[src/rtl/inv_mixcol_seq.sv]
// Column-serial (Inv)MixColumns engine: one shared GF(2^8) column unit steps
// over columns 0..3 of a latched AES state, result held on a valid/ready output.
module inv_mixcol_seq (
  input  logic         clk,
  input  logic         rst,
  input  logic         in_valid,
  output logic         in_ready,
  input  logic [127:0] state_i,
  input  logic         mode_i,
  output logic         out_valid,
  input  logic         out_ready,
  output logic [127:0] state_o,
  output logic         busy
);

  typedef enum logic [1:0] {
    IDLE = 2'd0,
    RUN  = 2'd1,
    DONE = 2'd2
  } state_t;

  state_t       state_q;
  state_t       state_d;
  logic [1:0]   col_q;
  logic         mode_q;
  logic [127:0] src_q;
  logic [127:0] res_q;

  logic [31:0]  col_in;
  logic [31:0]  col_out;
  logic [7:0]   a0, a1, a2, a3;
  logic [7:0]   b0, b1, b2, b3;

  function automatic logic [7:0] xtime(input logic [7:0] x);
    return {x[6:0], 1'b0} ^ (x[7] ? 8'h1b : 8'h00);
  endfunction

  function automatic logic [7:0] mul02(input logic [7:0] x);
    return xtime(x);
  endfunction

  function automatic logic [7:0] mul03(input logic [7:0] x);
    return xtime(x) ^ x;
  endfunction

  function automatic logic [7:0] mul09(input logic [7:0] x);
    return xtime(xtime(xtime(x))) ^ x;
  endfunction

  function automatic logic [7:0] mul0b(input logic [7:0] x);
    return xtime(xtime(xtime(x)) ^ x) ^ x;
  endfunction

  function automatic logic [7:0] mul0d(input logic [7:0] x);
    return xtime(xtime(xtime(x) ^ x)) ^ x;
  endfunction

  function automatic logic [7:0] mul0e(input logic [7:0] x);
    return xtime(xtime(xtime(x) ^ x) ^ x);
  endfunction

  // Column 0 occupies the most significant 32 bits of the state.
  always_comb begin
    col_in = 32'h0;
    case (col_q)
      2'd0:    col_in = src_q[127:96];
      2'd1:    col_in = src_q[95:64];
      2'd2:    col_in = src_q[63:32];
      default: col_in = src_q[31:0];
    endcase
  end

  assign {a0, a1, a2, a3} = col_in;

  always_comb begin
    b0 = 8'h00;
    b1 = 8'h00;
    b2 = 8'h00;
    b3 = 8'h00;
    if (mode_q) begin
      b0 = mul02(a0) ^ mul03(a1) ^ a2 ^ a3;
      b1 = mul02(a1) ^ mul03(a2) ^ a3 ^ a0;
      b2 = mul02(a2) ^ mul03(a3) ^ a0 ^ a1;
      b3 = mul02(a3) ^ mul03(a0) ^ a1 ^ a2;
    end else begin
      b0 = mul0e(a0) ^ mul0b(a1) ^ mul0d(a2) ^ mul09(a3);
      b1 = mul0e(a1) ^ mul0b(a2) ^ mul0d(a3) ^ mul09(a0);
      b2 = mul0e(a2) ^ mul0b(a3) ^ mul0d(a0) ^ mul09(a1);
      b3 = mul0e(a3) ^ mul0b(a0) ^ mul0d(a1) ^ mul09(a2);
    end
  end

  assign col_out = {b0, b1, b2, b3};

  always_ff @(posedge clk) begin
    if (rst) begin
      state_q <= IDLE;
    end else begin
      state_q <= state_d;
    end
  end

  always_comb begin
    state_d   = state_q;
    in_ready  = 1'b0;
    out_valid = 1'b0;
    busy      = 1'b0;
    case (state_q)
      IDLE: begin
        in_ready = 1'b1;
        if (in_valid) begin
          state_d = RUN;
        end
      end
      RUN: begin
        busy = 1'b1;
        if (col_q == 2'd3) begin
          state_d = DONE;
        end
      end
      DONE: begin
        busy      = 1'b1;
        out_valid = 1'b1;
        if (out_ready) begin
          state_d = IDLE;
        end
      end
      default: state_d = IDLE;
    endcase
  end

  // Unwritten result columns keep their old contents until overwritten in RUN.
  always_ff @(posedge clk) begin
    if (rst) begin
      col_q  <= 2'd0;
      mode_q <= 1'b0;
      src_q  <= 128'h0;
      res_q  <= 128'h0;
    end else begin
      case (state_q)
        IDLE: begin
          if (in_valid) begin
            src_q  <= state_i;
            mode_q <= mode_i;
            col_q  <= 2'd0;
          end
        end
        RUN: begin
          col_q <= col_q + 2'd1;
          case (col_q)
            2'd0:    res_q[127:96] <= col_out;
            2'd1:    res_q[95:64]  <= col_out;
            2'd2:    res_q[63:32]  <= col_out;
            default: res_q[31:0]   <= col_out;
          endcase
        end
        default: ;
      endcase
    end
  end

  assign state_o = res_q;

endmodule

[config.mk]
export PLATFORM = sky130hd
export DESIGN_NAME = inv_mixcol_seq
export DESIGN_NICKNAME = d
export VERILOG_FILES = /design/src/rtl/inv_mixcol_seq.sv
export SDC_FILE = /design/constraint.sdc
export NUM_CORES = 1
export LEC_CHECK = 0
export ABC_CLOCK_PERIOD_IN_PS = 10900
export CAP_MARGIN = 10
export CORE_ASPECT_RATIO = 1.2
export CORE_MARGIN = 2
export CORE_UTILIZATION = 45
export DETAILED_ROUTE_END_ITERATION = 8
export PLACE_DENSITY_LB_ADDON = 0.1
export SKIP_CTS_REPAIR_TIMING = 1
export SLEW_MARGIN = 25
export SYNTH_ARGS = -nofsm -noshare
export SYNTH_HDL_FRONTEND = slang
export SYNTH_SLANG_ARGS = --single-unit
[constraint.sdc]
create_clock -name clk -period 10.9 [get_ports clk]
set_input_delay 1.635 -clock clk [delete_from_list [all_inputs] [get_ports clk]]
set_output_delay 1.635 -clock clk [all_outputs]
set_load 0.02 [all_outputs]
==> Word-level counts from Yosys, hierarchy flattened <==
Cells that the tools add are included.
{ "classes": {"n_addsub": 1, "n_eq_ne": 8, "mux": 42, "bitwise": 77, "n_reduce_logical": 12} }
{ "op_table": {"columns": ["cell", "count"], "rows": [
  ["bitwise XOR 8 bit", 50],
  ["bitwise XOR 8 x 5 -> 8 bit", 26],
  ["2-to-1 mux 5 bit", 28],
  ["case mux 32 bit (3 select lines)", 1],
  ["2-to-1 mux 8 bit", 4],
  ["AND reduction 2 bit", 6],
  ["2-to-1 mux 2 bit", 4],
  ["equality test 2 bit (second input constant)", 3],
  ["inequality test 2 bit (second input constant)", 3],
  ["case mux 2 bit (3 select lines)", 1],
  ["equality test 2 x 1 -> 1 bit (second input constant)", 2],
  ["zero test 2 bit", 2],
  ["case mux 2 bit (2 select lines)", 1],
  ["2-to-1 mux 1 bit", 3],
  ["AND reduction 3 bit", 1],
  ["OR reduction 3 bit", 1],
  ["adder 2 x 1 -> 2 bit (second input constant)", 1],
  ["nonzero test 2 bit", 1],
  ["OR reduction 2 bit", 1],
  ["inverter 1 bit", 1]
]} }
{ "word_totals": {"ff_bits": 261, "output_inout_bits": 131} }

==> Logic depth before layout (Yosys ltp) <==
{ "depth": {"depth_word": 14, "mapped_depth": 14} }

==> Worst setup path after synthesis <==
No wires, ideal clock.
{ "synth_path": {"path_kind": "register -> register", "startpoint": "register col_q[0]", "endpoint": "register res_q[45], in the netlist state_o[45]", "setup_time_ns": 0.091, "arrival_time_ns": 3.392, "required_ns": 10.809, "path_slack_ns": 7.417, "path_stages_with_launch": 13, "period_less_slack_ns": 3.483, "cell_sequence": "dfxtp_1 inv_1 ha_1 buf_4 buf_4 a222oi_1 xor2_1 a21oi_1 xnor3_1 xnor2_1 nor3b_1 or4_1 a311oi_1"} }
{ "synth_between": {"elab_chain_len": 12, "elab_cells_between_ends": 40} }
{ "synth_lines": {"columns": ["item", "line", "text"], "rows": [
  ["start: declaration", "24", "logic [1:0] col_q;"],
  ["start signal: assignment", "149", "col_q <= col_q + 2'd1;"],
  ["equality test 2 bit, or another cell as far along", "65, 150", null],
  ["case mux 32 bit (3 select lines)", "65", "case (col_q)"],
  ["2-to-1 mux 5 bit / bitwise XOR 8 x 5 -> 8 bit (equally long branches)", "35", "return {x[6:0], 1'b0} ^ (x[7] ? 8'h1b : 8'h00);"],
  ["bitwise XOR 8 x 5 -> 8 bit, or another cell as far along", "35", null],
  ["bitwise XOR 8 bit, or another cell as far along", "59", "return xtime(xtime(xtime(x) ^ x) ^ x);"],
  ["bitwise XOR 8 x 5 -> 8 bit / bitwise XOR 8 bit (equally long branches)", "35, 51", null],
  ["bitwise XOR 8 bit / bitwise XOR 8 x 5 -> 8 bit (equally long branches)", "59, 35", null],
  ["bitwise XOR 8 x 5 -> 8 bit / bitwise XOR 8 bit (equally long branches)", "35, 51", null],
  ["bitwise XOR 8 bit (3 in series)", "88", "b2 = mul0e(a2) ^ mul0b(a3) ^ mul0d(a0) ^ mul09(a1);"],
  ["2-to-1 mux 8 bit", "80", "if (mode_q) begin"],
  ["end signal: assignment", "153", "2'd2: res_q[63:32] <= col_out;"],
  ["end: declaration", "27", "logic [127:0] res_q;"]
]} }
Parallel ways exist; a longest one is shown, timed or not.
A chain may end at the register's enable or synchronous reset.

==> Final worst setup path <==
{ "layout_path": {"startpoint": "register col_q[0]", "endpoint": "register res_q[77], in the netlist state_o[77]"} }
{ "layout_between": {"elab_chain_len": 12, "elab_cells_between_ends": 40} }
{ "layout_lines": {"columns": ["item", "line", "text"], "rows": [
  ["equality test 2 bit, or another cell as far along", "65", null],
  ["case mux 32 bit (3 select lines)", "65", null],
  ["2-to-1 mux 5 bit / bitwise XOR 8 x 5 -> 8 bit (equally long branches)", "35", null],
  ["bitwise XOR 8 x 5 -> 8 bit, or another cell as far along", "35", null],
  ["bitwise XOR 8 bit, or another cell as far along", "59", null],
  ["bitwise XOR 8 x 5 -> 8 bit / bitwise XOR 8 bit (equally long branches)", "35, 51", null],
  ["bitwise XOR 8 bit / bitwise XOR 8 x 5 -> 8 bit (equally long branches)", "59, 35", null],
  ["bitwise XOR 8 x 5 -> 8 bit / bitwise XOR 8 bit (equally long branches)", "35, 51", null],
  ["bitwise XOR 8 bit (3 in series)", "88", null],
  ["2-to-1 mux 8 bit", "80", null],
  ["end signal: assignment", "152", "2'd1: res_q[95:64] <= col_out;"]
]} }
Parallel ways exist; a longest one is shown, timed or not.

==> flow_summary.ini <==
[status]
outcome = completed

[power]
totalPowerFinal_w = 0.00560
powerDensity_nw_per_um2 = 324
power.leakage_nw = 6.17
vdd_ir_drop_max_uv = 218

[logic_synthesis]
avgSynthCellArea_um2 = 8.51
synth.yosys.warnings = 0
synth-seq-area-share_pct = 38.4
synth-main-ff-cell = dfxtp_1
synth_cell_types = 62
synth_edf_count = 0
netlist_area_um2 = 13600
syn-num-nets = 1740
ys_async_sr_fraction_pct = 0
ys_ff_latch = 261
syn_inst = 1600

[global_routing]
grt_max_degree = 105
antenna_found_initial = 0
grt_use_total_pct = 27.8
gr-total-overflow = 0
grt_pass1_wl_um = 67800
grt_pass1_vias = 11443

[placement]
port_buffers = 263
dpl_worst_slack_ps = 6080
place_area_um2 = 16400
dp_hpwl_um = 33800
gp_congestion = 0.984

[final_layout]
post-route-util_pct = 58.1
num_antenna_cells = 0
area_growth_pct = 26.7
layout_commonest_cell = nand2_1
mostFrequentLayoutCells = nand2_1, clkdlybuf4s50_1, dfxtp_1, a21oi_1, xnor2_1
drive_above_1_share_pct = 5.20
design_area_um2 = 17300
nNetsFinal = 1929

[floorplan]
dieHeight_um = 195
placementRows = 69
fp.dieW_um = 163
die_area_um2 = 31700
io_pins = 264
fp.coreArea_um2 = 29700
start_util_pct = 45.9

[clocking]
path_clk_slew_ps = 60
clk_latency_ps = 540
cts_tree = built
clk_path_buf_depth = 3
clockRootBuffer = clkbuf_16
ctsHtreeMaxLevel = 1
cts.sinks = 261
cts_buffers = 26

[critical_path]
crit_path_start_kind = flop
worstReg2RegEnd = state_o[77]
critPathKind = reg2reg
worst-r2r-cell-count = 11
endpoint = state_o[77]
slowest_delay_ps = 760
cp_num_cells = 11
critPathArrivalTime_ps = 5350
end_kind = flop
cp_num_buf_inv = 2
r2r_start = col_q[0]
cp.required_ps = 11340
critPathSlowestCell = a222oi_1
reg2reg_slack_ps = 6000
critPathMaxFanout = 20
crit_chain = inv_1 -> ha_1 -> buf_4 -> a222oi_1 -> xor2_1 -> a21oi_1 -> xnor3_1 -> xnor2_1 -> nor3b_1 -> or4_1 -> a311oi_1
crit_family = compound AO/OA/AOI/OAI gates
crit_start = col_q[0]

[sta]
setup_violations = 0
slew_violations = 0
slew_headroom_pct = 26.3
rsz0062_at_grt = no
fin_ws_ps = 6000
fin_crit_ps = 4900
period_share_pct = 45.0
hold_viol = 0
setup_tns_ps = 0
fmax_ghz = 0.204
finClkSkew_ps = 9.78
worst_pin_slew_ps = 1110

[min_path]
hold_class = reg2reg
hold-path-cell-count = 2

[detailed_routing]
avgRoutedWirePerCell_um = 20.5
finalWirelength_um = 45000
drt-pass1-iter-count = 9
drc = 0
vias_per_cell = 5.46
drt_iter0_drc = 1048
ant_nets = 0
vias = 11999

[job]
cap_violations = 0
==> cell usage after synthesis (all sizes together), types with 27 or more instances <==
library cell  number  area (um^2)
nand2            327         1230
a222oi            32          320
xnor2            150         1390
xnor3             34          766
clkbuf            94          353
a211oi            52          390
xor2              54          473
buf               27          145
dfxtp            261         5230
nor2             107          402
o21ai             29          156
a21oi            205         1040
==> worst min-delay path by stage <==
stage                       from            to
floorplan              src_q[32]     src_q[32]
global placement     state_o[38]   state_o[38]
detailed placement     src_q[67]     src_q[67]
CTS                 state_o[102]  state_o[102]
global route          state_o[6]    state_o[6]
finish              state_o[102]  state_o[102]
==> tightest hold or removal path: stages, from the launching register on <==
cell and delay (ps):
dfxtp_1 310, nand2_1 50, a21oi_1 50
==> layout make-up <==
class | instances | area, um^2
Sequential cell | 261 | 5230
Tap cell | 390 | 488
Multi-Input combinational cell | 1207 | 7880
Clock buffer | 37 | 732
Inverter | 11 | 41.3
Timing Repair Buffer | 282 | 2770
Fill cell | 2812 | 12400
Clock inverter | 10 | 118
==> cells by family after synthesis <==
family / after synthesis / synth area share (%)
AND/OR/NAND/NOR: 553 / 17.5
AO/OA/AOI/OAI: 384 / 18.0
flip-flops: 261 / 38.4
XOR/XNOR: 241 / 19.8
buffers and inverters: 132 / 3.96
multiplexers: 22 / 1.74
adder cells (fa/ha/maj): 7 / 0.643
==> state kept, by name, indices dropped and copies added (netlist names) <==
| register | flops |
|---|---|
| src_q | 128 |
| state_o | 128 |
| col_q | 2 |
| state_q | 2 |
| mode_q | 1 |
==> metal layers <==
metal  global-route usage, %  vias up  share of wire [%]
met1                    35.0     5592                 42
met3                    2.86       79                4.9
met5                       0        -                  0
met2                    49.3      433                 50
met4                    9.44        0                3.5
li1                        -     5895                  -
==> power by group <==
group,leakage [nW],internal [W],switching (W)
Clock,0.417,0.000516,0.000383
Sequential,2.13,0.00110,0.0000964
Combinational,3.62,0.00139,0.00212
Total,6.17,0.00300,0.00260
==> metrics by stage <==
step / std cells / hold slack, ps
4_1_cts: 2197 / 453
5_1_grt: 2198 / 473
3_5_place_dp: 2150 / 446
2_1_floorplan: 1600 / 436
6_report: 2198 / 450
3_3_place_gp: 2148 / 440
No activity file was read; power rests on OpenSTA's default activity.
